## config.mk

```make
export PLATFORM = sky130hd
export DESIGN_NAME = cpu_trace_buffer_flat
export DESIGN_NICKNAME = d
export VERILOG_FILES = /design/src/rtl/trace_pkg.sv /design/src/rtl/cpu_trace_buffer_if.sv /design/src/rtl/trace_fifo.sv /design/src/rtl/cpu_trace_buffer.sv /design/src/flat_wrapper.sv
export SDC_FILE = /design/constraint.sdc
export NUM_CORES = 1
export LEC_CHECK = 0
export CAP_MARGIN = 5
export CORE_MARGIN = 1
export CORE_UTILIZATION = 50
export CTS_BUF_LIST = sky130_fd_sc_hd__clkbuf_2
export DETAILED_ROUTE_END_ITERATION = 10
export GPL_TIMING_DRIVEN = 0
export PLACE_DENSITY_LB_ADDON = 0.05
export SLEW_MARGIN = 20
export SYNTH_ARGS = -nofsm -noshare
export SYNTH_HDL_FRONTEND = slang
export SYNTH_SLANG_ARGS = --single-unit
```

## constraint.sdc

```tcl
create_clock -name clk -period 16.65 [get_ports clk]
set_input_delay 3.33 -clock clk [delete_from_list [all_inputs] [get_ports clk]]
set_output_delay 3.33 -clock clk [all_outputs]
set_load 0.005 [all_outputs]
```

## src/rtl/trace_pkg.sv

```systemverilog
`default_nettype none
// ============================================================================
//  Module      : trace_pkg
//  Description : Shared types and constants for the CPU trace buffer:
//                serializer states, trace record layout, header bit map.
//  Revision    : 1.0
// ============================================================================
package trace_pkg;

    localparam logic [7:0] SYNC_BYTE_DEF = 8'hA5;
    localparam int         REC_W         = 55;

    // Header word bit map
    localparam int HDR_SYNC_MSB = 15;
    localparam int HDR_SYNC_LSB = 8;
    localparam int HDR_OVF      = 7;
    localparam int HDR_Z        = 6;
    localparam int HDR_BR       = 5;
    localparam int HDR_MR       = 4;
    localparam int HDR_SEQ_MSB  = 3;
    localparam int HDR_SEQ_LSB  = 0;

    typedef enum logic [2:0] {
        ST_IDLE = 3'd0,
        ST_HDR  = 3'd1,
        ST_PC   = 3'd2,
        ST_INS  = 3'd3,
        ST_ALU  = 3'd4
    } ser_state_e;

    // 4 + 3 + 16 + 16 + 16 = 55 bits
    typedef struct packed {
        logic [3:0]  seq;
        logic        zero;
        logic        branch;
        logic        mem_read;
        logic [15:0] pc;
        logic [15:0] instr;
        logic [15:0] alu;
    } trace_rec_t;

    // Builds the first stream word of a record.
    function automatic logic [15:0] make_header(input logic [7:0] sync,
                                                input logic       ovf,
                                                input trace_rec_t rec);
        logic [15:0] h;
        h                            = '0;
        h[HDR_SYNC_MSB:HDR_SYNC_LSB] = sync;
        h[HDR_OVF]                   = ovf;
        h[HDR_Z]                     = rec.zero;
        h[HDR_BR]                    = rec.branch;
        h[HDR_MR]                    = rec.mem_read;
        h[HDR_SEQ_MSB:HDR_SEQ_LSB]   = rec.seq;
        return h;
    endfunction

endpackage
`default_nettype wire

```

## src/rtl/cpu_trace_buffer_if.sv

```systemverilog
`default_nettype none
// ============================================================================
//  Module      : cpu_trace_buffer_if
//  Description : 16-bit valid/ready stream carrying serialized trace words.
//  Revision    : 1.0
// ============================================================================
interface cpu_trace_buffer_if;
    logic [15:0] out_data;
    logic        out_valid;
    logic        out_ready;

    modport master (output out_data, output out_valid, input  out_ready);
    modport slave  (input  out_data, input  out_valid, output out_ready);
endinterface
`default_nettype wire

```

## src/rtl/trace_fifo.sv

```systemverilog
`default_nettype none
// ============================================================================
//  Module      : trace_fifo
//  Description : Show-ahead synchronous FIFO of trace records. A push while
//                full is accepted only when a pop happens in the same cycle.
//  Revision    : 1.0
// ============================================================================
module trace_fifo
    import trace_pkg::*;
#(
    parameter int DEPTH  = 16,
    parameter int ADDR_W = 4,
    parameter int WIDTH  = REC_W
) (
    input  wire logic              clk,
    input  wire logic              reset,
    input  wire logic              push,
    input  wire logic [WIDTH-1:0]  push_data,
    input  wire logic              pop,
    output logic      [WIDTH-1:0]  pop_data,
    output logic                   full,
    output logic                   empty,
    output logic      [ADDR_W:0]   level
);

    localparam logic [ADDR_W:0]   LVL_ONE  = (ADDR_W+1)'(1);
    localparam logic [ADDR_W:0]   LVL_FULL = (ADDR_W+1)'(DEPTH);
    localparam logic [ADDR_W-1:0] PTR_ONE  = ADDR_W'(1);

    logic [WIDTH-1:0]  mem_q [DEPTH];
    logic [ADDR_W-1:0] wr_ptr_q, wr_ptr_d;
    logic [ADDR_W-1:0] rd_ptr_q, rd_ptr_d;
    logic [ADDR_W:0]   level_q,  level_d;
    logic              w_push_ok;
    logic              w_pop_ok;

    assign full      = (level_q == LVL_FULL);
    assign empty     = (level_q == '0);
    assign level     = level_q;
    assign pop_data  = mem_q[rd_ptr_q];
    assign w_pop_ok  = pop && !empty;
    assign w_push_ok = push && (!full || w_pop_ok);

    // Pointer and level bookkeeping; pointers wrap naturally at DEPTH
    always_comb begin
        wr_ptr_d = wr_ptr_q;
        rd_ptr_d = rd_ptr_q;
        level_d  = level_q;
        if (w_push_ok) wr_ptr_d = wr_ptr_q + PTR_ONE;
        if (w_pop_ok)  rd_ptr_d = rd_ptr_q + PTR_ONE;
        case ({w_push_ok, w_pop_ok})
            2'b10:   level_d = level_q + LVL_ONE;
            2'b01:   level_d = level_q - LVL_ONE;
            default: level_d = level_q;
        endcase
    end

    // Pointer and level registers
    always_ff @(posedge clk or negedge reset) begin
        if (!reset) begin
            wr_ptr_q <= '0;
            rd_ptr_q <= '0;
            level_q  <= '0;
        end else begin
            wr_ptr_q <= wr_ptr_d;
            rd_ptr_q <= rd_ptr_d;
            level_q  <= level_d;
        end
    end

    // Record storage; contents are don't-care until written
    always_ff @(posedge clk) begin
        if (w_push_ok) mem_q[wr_ptr_q] <= push_data;
    end

endmodule
`default_nettype wire

```

## src/rtl/cpu_trace_buffer.sv

```systemverilog
`default_nettype none
// ============================================================================
//  Module      : cpu_trace_buffer
//  Description : Captures one retired-instruction record per enabled cycle,
//                buffers it and streams it out as four 16-bit words
//                (header, PC, instruction, ALU). Never stalls the CPU;
//                records that do not fit are counted as drops.
//  Revision    : 1.0
// ============================================================================
module cpu_trace_buffer
    import trace_pkg::*;
#(
    parameter int         DEPTH     = 16,
    parameter int         ADDR_W    = 4,
    parameter logic [7:0] SYNC_BYTE = SYNC_BYTE_DEF
) (
    input  wire logic              clk,
    input  wire logic              reset,
    input  wire logic              trace_en,
    input  wire logic [15:0]       pc_in,
    input  wire logic [15:0]       instr_in,
    input  wire logic [15:0]       alu_in,
    input  wire logic              zero_in,
    input  wire logic              branch_in,
    input  wire logic              mem_read_in,
    input  wire logic              clear_stats,
    cpu_trace_buffer_if.master     stream,
    output logic      [ADDR_W:0]   fifo_level,
    output logic                   overflow,
    output logic      [15:0]       drop_count
);

    ser_state_e  state_q, state_d;
    logic [3:0]  seq_q, seq_d;
    logic        overflow_q, overflow_d;
    logic [15:0] drop_cnt_q, drop_cnt_d;
    logic        pend_q, pend_d;
    trace_rec_t  shadow_q, shadow_d;
    logic        shadow_ovf_q, shadow_ovf_d;

    trace_rec_t       w_rec;
    logic [REC_W-1:0] w_pop_data;
    logic             w_full;
    logic             w_empty;
    logic             w_valid;
    logic             w_hs;
    logic             w_pop;
    logic             w_push;
    logic             w_drop;

    assign w_rec = '{seq: seq_q, zero: zero_in, branch: branch_in,
                     mem_read: mem_read_in, pc: pc_in, instr: instr_in,
                     alu: alu_in};

    assign w_valid = (state_q != ST_IDLE);
    assign w_hs    = w_valid && stream.out_ready;
    // Pop when idle, or when the last word of a record is accepted
    assign w_pop   = !w_empty && ((state_q == ST_IDLE) ||
                                  ((state_q == ST_ALU) && w_hs));
    assign w_push  = trace_en && (!w_full || w_pop);
    assign w_drop  = trace_en && w_full && !w_pop;

    trace_fifo #(
        .DEPTH  (DEPTH),
        .ADDR_W (ADDR_W),
        .WIDTH  (REC_W)
    ) u_fifo (
        .clk       (clk),
        .reset     (reset),
        .push      (w_push),
        .push_data (w_rec),
        .pop       (w_pop),
        .pop_data  (w_pop_data),
        .full      (w_full),
        .empty     (w_empty),
        .level     (fifo_level)
    );

    // Sequence numbering and drop statistics; clear overrides a same-cycle drop
    always_comb begin
        seq_d      = seq_q;
        overflow_d = overflow_q;
        drop_cnt_d = drop_cnt_q;
        pend_d     = pend_q;
        if (w_push) seq_d = seq_q + 4'd1;
        if (w_pop)  pend_d = 1'b0;
        if (w_drop) begin
            overflow_d = 1'b1;
            pend_d     = 1'b1;
            if (drop_cnt_q != 16'hFFFF) drop_cnt_d = drop_cnt_q + 16'd1;
        end
        if (clear_stats) begin
            overflow_d = 1'b0;
            drop_cnt_d = '0;
            pend_d     = 1'b0;
        end
    end

    // Shadow record being serialized, plus its latched drop flag
    always_comb begin
        shadow_d     = shadow_q;
        shadow_ovf_d = shadow_ovf_q;
        if (w_pop) begin
            shadow_d     = w_pop_data;
            shadow_ovf_d = pend_q;
        end
    end

    // Serializer next state: advance one word per handshake
    always_comb begin
        state_d = state_q;
        case (state_q)
            ST_IDLE: if (!w_empty) state_d = ST_HDR;
            ST_HDR:  if (w_hs)     state_d = ST_PC;
            ST_PC:   if (w_hs)     state_d = ST_INS;
            ST_INS:  if (w_hs)     state_d = ST_ALU;
            ST_ALU:  if (w_hs)     state_d = w_empty ? ST_IDLE : ST_HDR;
            default:               state_d = ST_IDLE;
        endcase
    end

    // Serializer outputs decoded from state and the shadow record
    always_comb begin
        stream.out_valid = w_valid;
        case (state_q)
            ST_HDR:  stream.out_data = make_header(SYNC_BYTE, shadow_ovf_q, shadow_q);
            ST_PC:   stream.out_data = shadow_q.pc;
            ST_INS:  stream.out_data = shadow_q.instr;
            ST_ALU:  stream.out_data = shadow_q.alu;
            default: stream.out_data = '0;
        endcase
    end

    // State, statistics and shadow registers
    always_ff @(posedge clk or negedge reset) begin
        if (!reset) begin
            state_q      <= ST_IDLE;
            seq_q        <= '0;
            overflow_q   <= 1'b0;
            drop_cnt_q   <= '0;
            pend_q       <= 1'b0;
            shadow_q     <= '0;
            shadow_ovf_q <= 1'b0;
        end else begin
            state_q      <= state_d;
            seq_q        <= seq_d;
            overflow_q   <= overflow_d;
            drop_cnt_q   <= drop_cnt_d;
            pend_q       <= pend_d;
            shadow_q     <= shadow_d;
            shadow_ovf_q <= shadow_ovf_d;
        end
    end

    assign overflow   = overflow_q;
    assign drop_count = drop_cnt_q;

endmodule
`default_nettype wire

```

## src/flat_wrapper.sv

```systemverilog
// flat-port wrapper written by rule: the top's interface ports become plain ports
module cpu_trace_buffer_flat import trace_pkg::*;
#(
    parameter int         DEPTH     = 16,
    parameter int         ADDR_W    = 4,
    parameter logic [7:0] SYNC_BYTE = SYNC_BYTE_DEF
)
  (clk, reset, trace_en, pc_in, instr_in, alu_in, zero_in, branch_in, mem_read_in, clear_stats, fifo_level, overflow, drop_count, stream_out_data, stream_out_valid, stream_out_ready);
  cpu_trace_buffer_if stream_i ();
  input  wire logic clk;
  input  wire logic reset;
  input  wire logic trace_en;
  input  wire logic [15:0] pc_in;
  input  wire logic [15:0] instr_in;
  input  wire logic [15:0] alu_in;
  input  wire logic zero_in;
  input  wire logic branch_in;
  input  wire logic mem_read_in;
  input  wire logic clear_stats;
  output logic      [ADDR_W:0] fifo_level;
  output logic overflow;
  output logic      [15:0] drop_count;
  output wire logic [$bits(stream_i.out_data)-1:0] stream_out_data;
  output wire logic [$bits(stream_i.out_valid)-1:0] stream_out_valid;
  input wire logic [$bits(stream_i.out_ready)-1:0] stream_out_ready;
  assign stream_out_data = stream_i.out_data;
  assign stream_out_valid = stream_i.out_valid;
  assign stream_i.out_ready = stream_out_ready;
  cpu_trace_buffer #(.DEPTH(DEPTH), .ADDR_W(ADDR_W), .SYNC_BYTE(SYNC_BYTE)) u_core (.clk(clk), .reset(reset), .trace_en(trace_en), .pc_in(pc_in), .instr_in(instr_in), .alu_in(alu_in), .zero_in(zero_in), .branch_in(branch_in), .mem_read_in(mem_read_in), .clear_stats(clear_stats), .stream(stream_i), .fifo_level(fifo_level), .overflow(overflow), .drop_count(drop_count));
endmodule
```

==> reports/qor.yml <==
rsz0062_at_grt: "no"
grt_overflow_total: 0
ant_nets: 0
ys_seq_area_share_pct: 77.0
finalInstanceArea_um2: 43000
post-route-period-util_pct: 44.1
coreArea_um2: 73500
syn-cell-area_um2: 37400
regArea_um2: 28800
drive_above_1_share_pct: 33.6
cts_buffer_depth: 3
yosys.cell_count.top_type: "edfxtp_1"
rows: 99
cp.arrival_ps: 4010
post-dp-hpwl_um: 61100
die_h_um: 275
hold_viol: 0
max_freq_mhz: 136
status: "finished clean"
syn_nets: 1813
cts_tree: "done"
sequentialPowerShare_pct: 44.7
drt_wl_total_um: 93600
clk_pin_slew_ps: 110
cp-end-kind: "output pin"
leakagePower_nw: 14.2
area_delta_synth_final_pct: 15.1
layout.nets: 2214
drt_iter0_drc: 1615
min_path_type: "flop to flop"
num-fill-cells: 5563
yosys.area.top_type_share_pct: 70.7
vdd_drop_max_mv: 0.0857
hold_buffers: 0
wl_per_cell_um: 28.2
dp_slack_ps: 9510
grt_pass1_wl_um: 136000
multi_input_area_um2: 8170
fin_util_pct: 58.6
grt_max_degree: 60
placed_cell_area_um2: 40800
post_cts_buffers: 0
path_class: "flop to output pin"
numPlacedInstances: 2870
syn_inst: 1745
p_sw_share_pct: 34.7
dieArea_um2: 75800
htreeDepth: 4
io_pins: 95
power_density_nw_per_um2: 165
start_util_pct: 50.9
fin_cells: 3319
clockPowerShare_pct: 21.7
drv_cap: 0
combPwrFrac_pct: 33.6
relSlewSlack_pct: 31.8
ys_types: 48
ys_seq_elements: 974
drc: 0
yosysWarnings: 0
cts_resized: 0
slew_viol_final: 0
firstDrtPassIters: 5
grt_pass1_vias: 20500
cts_root_buf: "clkbuf_2"
worst-path-max-fanout: 10
antenna_found_initial: 10
synth_edf_count: 880
worst_slack_ps: 9310
finalWorstPathRequiredPeriod_ps: 7340
synth_common_cells: "edfxtp_1 (880), mux4_2 (220), o22ai_1 (123), dfrtp_1 (94), a21oi_1 (65)"
avgSynthCellArea_um2: 21.4
fp.dieW_um: 275
grt_usage_pct: 25.6
cts_buffers: 233
synth_area_leader_cell: "edfxtp_1"
switchingPower_mw: 2.47
skew_ps: 131
tns_ps: 0
hold_slack_ps: 524
worstMarginPinSlew_ps: 1020
synth_flop_cell: "edfxtp_1"
vias: 19600
cts.sinks: 974
async_reset_ff_share_pct: 9.65
crit_required_ps: 13320
cp-start-kind: "flop"
clock_latency_ps: 1480
p_total_mw: 7.12
synthTopCellsByArea: "edfxtp_1 (71%), mux4_2 (13%), dfrtp_1 (6.3%), o22ai_1 (2.1%), mux2_2 (1.7%)"
finalSetupViolations: 0
port_buffers: 93
place_congestion: 0.847
p_int_mw: 4.64
vias_per_cell: 5.90
path summary, 6_finish.rpt:
check | start | end | slack, ps | cells after the start
worst min-delay path | u_core.shadow_ovf_q | u_core.shadow_ovf_q | 520 | 1
worst min register to register | u_core.shadow_ovf_q | u_core.shadow_ovf_q | 520 | 1
worst max register to register | u_core.state_q[0] | u_core.u_fifo.mem_q[0][16] | 12680 | 11
min in group asynchronous | reset | u_core.drop_count[14] | 1940 | 1
max in group asynchronous | reset | u_core.shadow_q[14] | 13950 | 2
worst max-delay path | u_core.state_q[2] | stream_out_data[5] | 9310 | 6
area by class of cell:
class | instances | share of cell area, %
flip-flops and latches | 974 | 66.9
multi-input cells | 657 | 19.0
repair buffers | 166 | 4.94
clock buffers | 353 | 4.11
well taps | 959 | 2.79
plain buffers | 102 | 1.13
clock inverters | 91 | 1.01
inverters | 12 | 0.105
diodes | 5 | 0.0291
state kept, by name (all words and copies together) (netlist names):
| name | cells |
|---|---|
| u_core.overflow | 1 |
| u_core.shadow_ovf_q | 1 |
| u_core.state_q | 3 |
| u_core.drop_count | 16 |
| u_core.u_fifo.mem_q | 880 |
| u_core.shadow_q | 55 |
| u_core.seq_q | 4 |
| u_core.u_fifo.wr_ptr_q | 4 |
| u_core.u_fifo.rd_ptr_q | 4 |
| u_core.u_fifo.level | 5 |
| u_core.pend_q | 1 |
placed cells by master (no fill, tap or decap), types with 12 or more instances in the layout:
cell type / Yosys / final
edfxtp_1: 880 / 880
clkbuf_2: 0 / 353
mux4_2: 220 / 220
o22ai_1: 123 / 123
dfrtp_1: 94 / 94
clkdlybuf4s50_1: 0 / 92
clkinv_1: 1 / 74
a21oi_1: 65 / 65
mux2_2: 58 / 58
buf_4: 19 / 47
clkbuf_1: 42 / 42
nand2_1: 25 / 25
buf_1: 20 / 20
buf_2: 20 / 20
xnor2_1: 20 / 20
buf_16: 0 / 20
nor2_1: 31 / 19
buf_12: 0 / 17
mux2i_1: 14 / 14
a22oi_1: 12 / 12
nor2_4: 0 / 12
power groups by stage:
stage	clock network (mW)	registers, mW	logic, mW
floorplan	0	3.16	1.48
global placement	0	3.27	2.27
detailed placement	0	3.23	2.40
CTS	1.59	3.17	2.41
global route	1.71	3.20	2.54
finish	1.55	3.18	2.39
metal layers:
layer | part of all wire, % | up-vias | wire length [um] | GRT usage (%)
met4 | 2.3 | 10 | 2170 | 9.35
met3 | 7.4 | 163 | 6940 | 6.66
met5 | 0.097 | - | 91 | 0
met1 | 41 | 10300 | 38300 | 34.0
met2 | 49 | 783 | 46100 | 40.9
li1 | - | 8339 | - | -
critical path, cell delays in order, from the launching register on:
cell and delay, ps:
dfrtp_1 340, buf_4 150, clkinv_1 180, nor2_1 620, a22oi_1 250, o22ai_1 470
clkdlybuf4s50_1 600
logic make-up (layout without fill, tap and decap cells):
group	after synthesis	count (layout)	share of synthesized area [%]
compound gates	225	225	3.69
flops	974	974	77.0
mux	292	292	15.4
simple gates	102	102	1.45
buf+inv	114	724	1.42
other cells	0	5	0
xor+xnor	26	26	0.609
fa+ha+maj	12	12	0.422
No activity file was read; power rests on OpenSTA's default activity.
